## config.mk

```make
export PLATFORM = sky130hd
export DESIGN_NAME = fifo_rd_packer
export DESIGN_NICKNAME = d
export VERILOG_FILES = /design/src/rtl/fifo_rd_packer.sv
export SDC_FILE = /design/constraint.sdc
export NUM_CORES = 1
export LEC_CHECK = 0
export BUFFER_PORTS_ARGS = -buffer_cell sky130_fd_sc_hd__buf_2
export CAP_MARGIN = 20
export CORE_MARGIN = 5
export CORE_UTILIZATION = 50
export DETAILED_ROUTE_END_ITERATION = 10
export PLACE_DENSITY = 0.83
export RECOVER_POWER = 25
export SLEW_MARGIN = 15
export SYNTH_ARGS = -nofsm -noshare
export SYNTH_HDL_FRONTEND = slang
export SYNTH_SLANG_ARGS = --single-unit
export TNS_END_PERCENT = 50
```

## constraint.sdc

```tcl
create_clock -name rclk -period 2.1 [get_ports rclk]
set_input_delay 0.105 -clock rclk [delete_from_list [all_inputs] [get_ports rclk]]
set_output_delay 0.105 -clock rclk [all_outputs]
set_load 0.03 [all_outputs]
```

## src/rtl/fifo_rd_packer.sv

```systemverilog
`default_nettype none
// ============================================================================
//  Module      : fifo_rd_packer
//  Description : Read-side consumer of an asynchronous FIFO. Pops DSIZE-bit
//                words while the FIFO is non-empty, packs RATIO consecutive
//                words into one wide beat and presents it on a valid/ready
//                port. A flush request emits a partial beat with a lane mask.
//  Revision    : 1.0 - initial release
// ============================================================================
module fifo_rd_packer #(
    parameter int DSIZE = 8,
    parameter int RATIO = 4
) (
    input  logic                     rclk,
    input  logic                     rrst_n,
    input  logic [DSIZE-1:0]         rdata,
    input  logic                     rempty,
    output logic                     rinc,
    input  logic                     flush,
    output logic [DSIZE*RATIO-1:0]   out_data,
    output logic [RATIO-1:0]         out_keep,
    output logic                     out_valid,
    input  logic                     out_ready
);

    localparam int               c_odw   = DSIZE * RATIO;
    localparam int               c_cw    = $clog2(RATIO + 1);
    localparam logic [c_cw-1:0]  c_ratio = c_cw'(RATIO);
    localparam logic [c_cw-1:0]  c_last  = c_cw'(RATIO - 1);
    localparam logic [c_cw-1:0]  c_one   = c_cw'(1);

    // Lane count: c_ratio means a complete word is parked in the accumulator
    logic [c_cw-1:0]   cnt_q, cnt_d;
    logic [c_odw-1:0]  acc_q, acc_d;
    logic              flush_pend_q, flush_pend_d;
    logic [c_odw-1:0]  data_q, data_d;
    logic [RATIO-1:0]  keep_q, keep_d;
    logic              valid_q, valid_d;

    logic              w_slot_free;
    logic              w_pop;
    logic              w_flush_req;
    logic [c_odw-1:0]  w_acc_wr;
    logic [c_odw-1:0]  w_data_part;
    logic [RATIO-1:0]  w_keep_part;

    // The output slot can take a new beat when empty or being drained now
    assign w_slot_free = !valid_q || out_ready;
    // Pop only while there is room in the accumulator and no flush is draining
    assign w_pop       = rrst_n && !rempty && (cnt_q < c_ratio) && !flush_pend_q;
    // A flush is serviced either from the pending bit or directly when no pop competes
    assign w_flush_req = flush_pend_q || flush;
    assign rinc        = w_pop;

    // Accumulator with the current FIFO word written into lane cnt; partial beat with unfilled lanes zeroed
    always_comb begin
        w_acc_wr    = acc_q;
        w_data_part = '0;
        w_keep_part = '0;
        for (int i = 0; i < RATIO; i++) begin
            if (cnt_q == c_cw'(i)) begin
                w_acc_wr[i*DSIZE +: DSIZE] = rdata;
            end
            if (c_cw'(i) < cnt_q) begin
                w_keep_part[i]                = 1'b1;
                w_data_part[i*DSIZE +: DSIZE] = acc_q[i*DSIZE +: DSIZE];
            end
        end
    end

    // Next-state: accumulate, bypass/transfer full words, service flushes, retire accepted beats
    always_comb begin
        logic load;
        load         = 1'b0;
        cnt_d        = cnt_q;
        acc_d        = acc_q;
        flush_pend_d = flush_pend_q;
        data_d       = data_q;
        keep_d       = keep_q;
        valid_d      = valid_q;

        if (w_pop) begin
            acc_d = w_acc_wr;
            // A flush alongside a pop is honoured after the popped word lands
            if (flush) begin
                flush_pend_d = 1'b1;
            end
            if (cnt_q == c_last) begin
                if (w_slot_free) begin
                    load   = 1'b1;
                    data_d = w_acc_wr;
                    keep_d = '1;
                    cnt_d  = '0;
                end else begin
                    cnt_d = c_ratio;
                end
            end else begin
                cnt_d = cnt_q + c_one;
            end
        end else if (cnt_q == c_ratio) begin
            if (w_slot_free) begin
                load         = 1'b1;
                data_d       = acc_q;
                keep_d       = '1;
                cnt_d        = '0;
                flush_pend_d = 1'b0;
            end else if (flush) begin
                flush_pend_d = 1'b1;
            end
        end else if (w_flush_req) begin
            if (cnt_q == '0) begin
                flush_pend_d = 1'b0;
            end else if (w_slot_free) begin
                load         = 1'b1;
                data_d       = w_data_part;
                keep_d       = w_keep_part;
                cnt_d        = '0;
                flush_pend_d = 1'b0;
            end else begin
                flush_pend_d = 1'b1;
            end
        end

        if (load) begin
            valid_d = 1'b1;
        end else if (valid_q && out_ready) begin
            valid_d = 1'b0;
        end
    end

    // State registers; reset drops any partially packed data
    always_ff @(posedge rclk or negedge rrst_n) begin
        if (!rrst_n) begin
            cnt_q        <= '0;
            acc_q        <= '0;
            flush_pend_q <= 1'b0;
            data_q       <= '0;
            keep_q       <= '0;
            valid_q      <= 1'b0;
        end else begin
            cnt_q        <= cnt_d;
            acc_q        <= acc_d;
            flush_pend_q <= flush_pend_d;
            data_q       <= data_d;
            keep_q       <= keep_d;
            valid_q      <= valid_d;
        end
    end

    assign out_data  = data_q;
    assign out_keep  = keep_q;
    assign out_valid = valid_q;

endmodule
`default_nettype wire

```

==> summary.md <==
| Metric | Value |
|---|---|
| Status | finished with violations |
| Failing checks | max-capacitance violations, max-slew violations |
| Logic gate share of total power | 0.475 |
| Pwr dens | between 1500 and 2000 mW/mm^2 |
| DRC violations left | 0 |
| Worst-path cell with the longest stage delay | or4b_4 |
| Distinct cells, synth | between 40 and 50 |
| Lkg Pwr | 2.098 nW |
| Design area | roughly 0.0041 sq mm |
| Inserted Clock Buffers | 9 |
| Net load switching power | 2.472 mW |
| Warnings, synthesis | 0 |
| Placed cell area | 0.003975 sq mm |
| Clk_lat worst skew | 350 ps |
| Internal power | 3.754 mW |
| Area Overhead vs Synth | 15.10% |
| Post-CTS Setup Inserts | 0 |
| RSZ-0062 raised after global routing | false |
| Avg WL per Cell | approximately 17 um |
| Arr. time, crit path | 2280 ps |
| Final Slew Violations | 74 |
| Period utilization | 0.9760 |
| Max stage delay on crit path | 550 ps |
| Port bufs | 50 |
| Final core utilization | 0.5978 |
| Startpoint types | flip-flop |
| Top cell type's share of synthesized area | 0.5092 |
| Clock Sinks | 73 |
| Post-route minimum period | between 2000 and 2500 ps |
| Antenna violations before repair | 0 |
| Register area share after synthesis | 0.5092 |
| Max cap viols | 1 |
| Worst hold slack | roughly 60 ps |
| Setup Skew | 6.009 ps |
| Max clock buf depth | 2 |
| Top Family by Delay on Critical Path | simple AND/OR/NAND/NOR gates |
| Crit. End Element | flip-flop |
| CP Launch Point | cnt_q[2] |
| Rows | 30 |
| Reg power frac | 0.378 |
| Chip width | around 95 um |
| Final WS setup | 50.48 ps |
| Switching Fraction | 0.3971 |
| Share of layout cells above drive strength 1 | 0.3453 |
| Worst-Margin Slew | between 1500 and 2000 ps |
| Max-slew headroom | -0.1769 |
| Worst Path Buf+Inv | 2 |
| Vias in the first global route | 2447 |
| VDD IR max | 0.6264 mV |
| ANT nets after route | 0 |
| GRT overflow | 0 |
| Clock root buffer | clkbuf_8 |
| Via count | 2575 |
| First-pass GRT wire length | 12810 um |
| Fmax | between 400 and 500 MHz |
| Post-DP HPWL | 5339 um |
| 1st-iter DRT viols | 303 |
| Worst Path Max Fanout | 20 |
| # diodes | 0 |
| Worst setup path class | reg2reg |
| Detailed-route vias per instance | between 5 and 6 |
| Clock power frac | 0.147 |
| Place WS | ~5.7 ps |
| Initial Utilization | 0.5194 |
| Seq cells post-synth | 73 |
| Pre-antenna DRT Iters | 7 |
| Setup violators final | 0 |
| Synthesized area | about 0.0036 sq mm |
| Die H | 94.70 um |
| Hold Startpoint | flush |
| Global placer's final weighted congestion | 0.9224 |
| Hold WC Path Type | in2reg |
| Core Region | 0.006907 sq mm |
| Post-synthesis instance total | about 310 |
| Total Nets Final | around 380 |
| Die Area | 0.008968 sq mm |
| Hold Violations, Final | 0 |
| Largest net degree at the start of global routing | 74 |
| Synth area leader | dfrtp_1 |
| CTS hold repair buffers | 0 |
| PnR Total Power | 6.226 mW |
| Number of H-tree levels | 3 |
| Synth top area cells | dfrtp_1 51%, mux2_4 8.4%, mux2_2 6.9% |
| Total GRT Usage | 0.1883 |
| CTS tree | built |
| CP cell instances | or4b_4 -> clkinv_4 -> nand2_8 -> a31oi_4 -> buf_12 -> mux2_2 |
| Mapped Avg Cell Area | 11.72 sq um |
| Syn Nets | 322 |
| CTS clock-pin slew for the worst setup and hold paths | roughly 70 ps |
| Req. time, crit path | approximately 2300 ps |
| Reg2reg start | cnt_q[2] |
| Total wire length | approximately 8000 um |
| I/O pin count | between 50 and 60 |
[repair_timing]
action                                  in CTS  in global routing
resized for setup                            1                  1
endpoints found under the setup margin       1                  1
gates cloned                                 0                  0
hold endpoints to repair                     0                  0
[worst paths after layout]
path	to	slack (ps)	cells after the start
worst min register to register	acc_q[12]	480	2
max in group asynchronous	cnt_q[2]	560	2
worst min-delay path	flush_pend_q	60	3
min in group asynchronous	cnt_q[1]	500	2
worst max register to register	out_data[5]	50	6
worst max-delay path	out_data[5]	50	6
[registers in the layout (all words and copies together), names as in the netlist]
register and cells:
acc_q 32, out_data 32, out_keep 4, cnt_q 3
flush_pend_q 1, out_valid 1
[power by group through the flow]
| stage | clock, mW | combinational, mW | sequential, mW |
|---|---|---|---|
| after floorplan | 0 | 1.69 | 2.85 |
| after global placement | 0 | 2.86 | 2.34 |
| after detailed placement | 0 | 2.95 | 2.38 |
| after CTS | 0.938 | 2.97 | 2.36 |
| after global routing | 0.997 | 3.18 | 2.44 |
| final | 0.918 | 2.96 | 2.35 |
[cell type report]
| type | instances | area (sq um) |
|---|---|---|
| Clock buffer | 12 | 145.1 |
| Fill cell | 578 | 2778 |
| Multi-Input combinational cell | 200 | 1598 |
| Timing Repair Buffer | 66 | 391.6 |
| Inverter | 10 | 42.54 |
| Sequential cell | 73 | 1827 |
| Tap cell | 96 | 120.1 |
| Clock inverter | 1 | 5.005 |
[cell usage after synthesis]
master	number
dfrtp_1	73
nand2_1	53
mux2_2	22
mux2_4	20
a22o_1	19
clkbuf_1	15
o21ai_0	10
o2bb2ai_1	10
inv_1	9
mux2i_1	8
nor2_1	7
mux2_1	6
nand3b_1	6
a21oi_1	5
and3_1	4
a221o_1	3
buf_6	3
ha_1	3
nor2b_1	3
buf_2	2
nand2b_1	2
nand4_1	2
o21a_1	2
o22a_1	2
a21o_1	1
a31oi_1	1
a31oi_4	1
a32o_1	1
and2_2	1
and2b_1	1
buf_1	1
buf_12	1
buf_4	1
clkinv_2	1
nand2_8	1
nand3_1	1
o32a_1	1
o41ai_1	1
or2_2	1
or3_1	1
or4b_1	1
[layout by cell type, fill, tap and decap left out, drive strengths merged, types with 3 or more instances in the layout]
| cell type | n |
|---|---|
| mux2 | 48 |
| nand2 | 54 |
| a221o | 3 |
| nor2b | 3 |
| o21ai | 10 |
| o2bb2ai | 10 |
| nor2 | 7 |
| clkbuf | 14 |
| and3 | 4 |
| nand3b | 6 |
| a21oi | 5 |
| inv | 9 |
| mux2i | 8 |
| dfrtp | 73 |
| ha | 3 |
| a22o | 19 |
| buf | 64 |
[cell families after synthesis]
family / count (synthesis) / share of synthesized area
buffers and inverters: 33 / 0.04743
flip-flops: 73 / 0.5092
adder cells (fa/ha/maj): 3 / 0.01047
AND/OR/NAND/NOR: 84 / 0.1120
multiplexers: 56 / 0.1939
AO/OA/AOI/OAI: 57 / 0.1270
[worst reg2reg max path, cell delays in order (launching register included)]
cell and delay [ps]:
dfrtp_1 370, or4b_4 550, clkinv_4 100, nand2_8 70, a31oi_4 250, buf_12 230, mux2_2 360
[metal layers]
| layer | GRT usage | wire length, um | vias up | share of wire |
|---|---|---|---|---|
| li1 | - | - | 1193 | - |
| met1 | 0.2550 | 3413 | 1270 | 0.43 |
| met2 | 0.2901 | 3837 | 98 | 0.48 |
| met3 | 0.04542 | 519 | 14 | 0.065 |
| met4 | 0.07813 | 176 | 0 | 0.022 |
| met5 | 0 | 0 | - | 0 |
[per-stage QoR]
step / setup TNS (ps) / cells
global placement: 0 / 445
detailed placement: 0 / 445
global route: 0 / 458
finish: 0 / 458
floorplan: -3365 / 306
CTS: 0 / 458
Note: power is estimated with default switching activity, not from simulation.
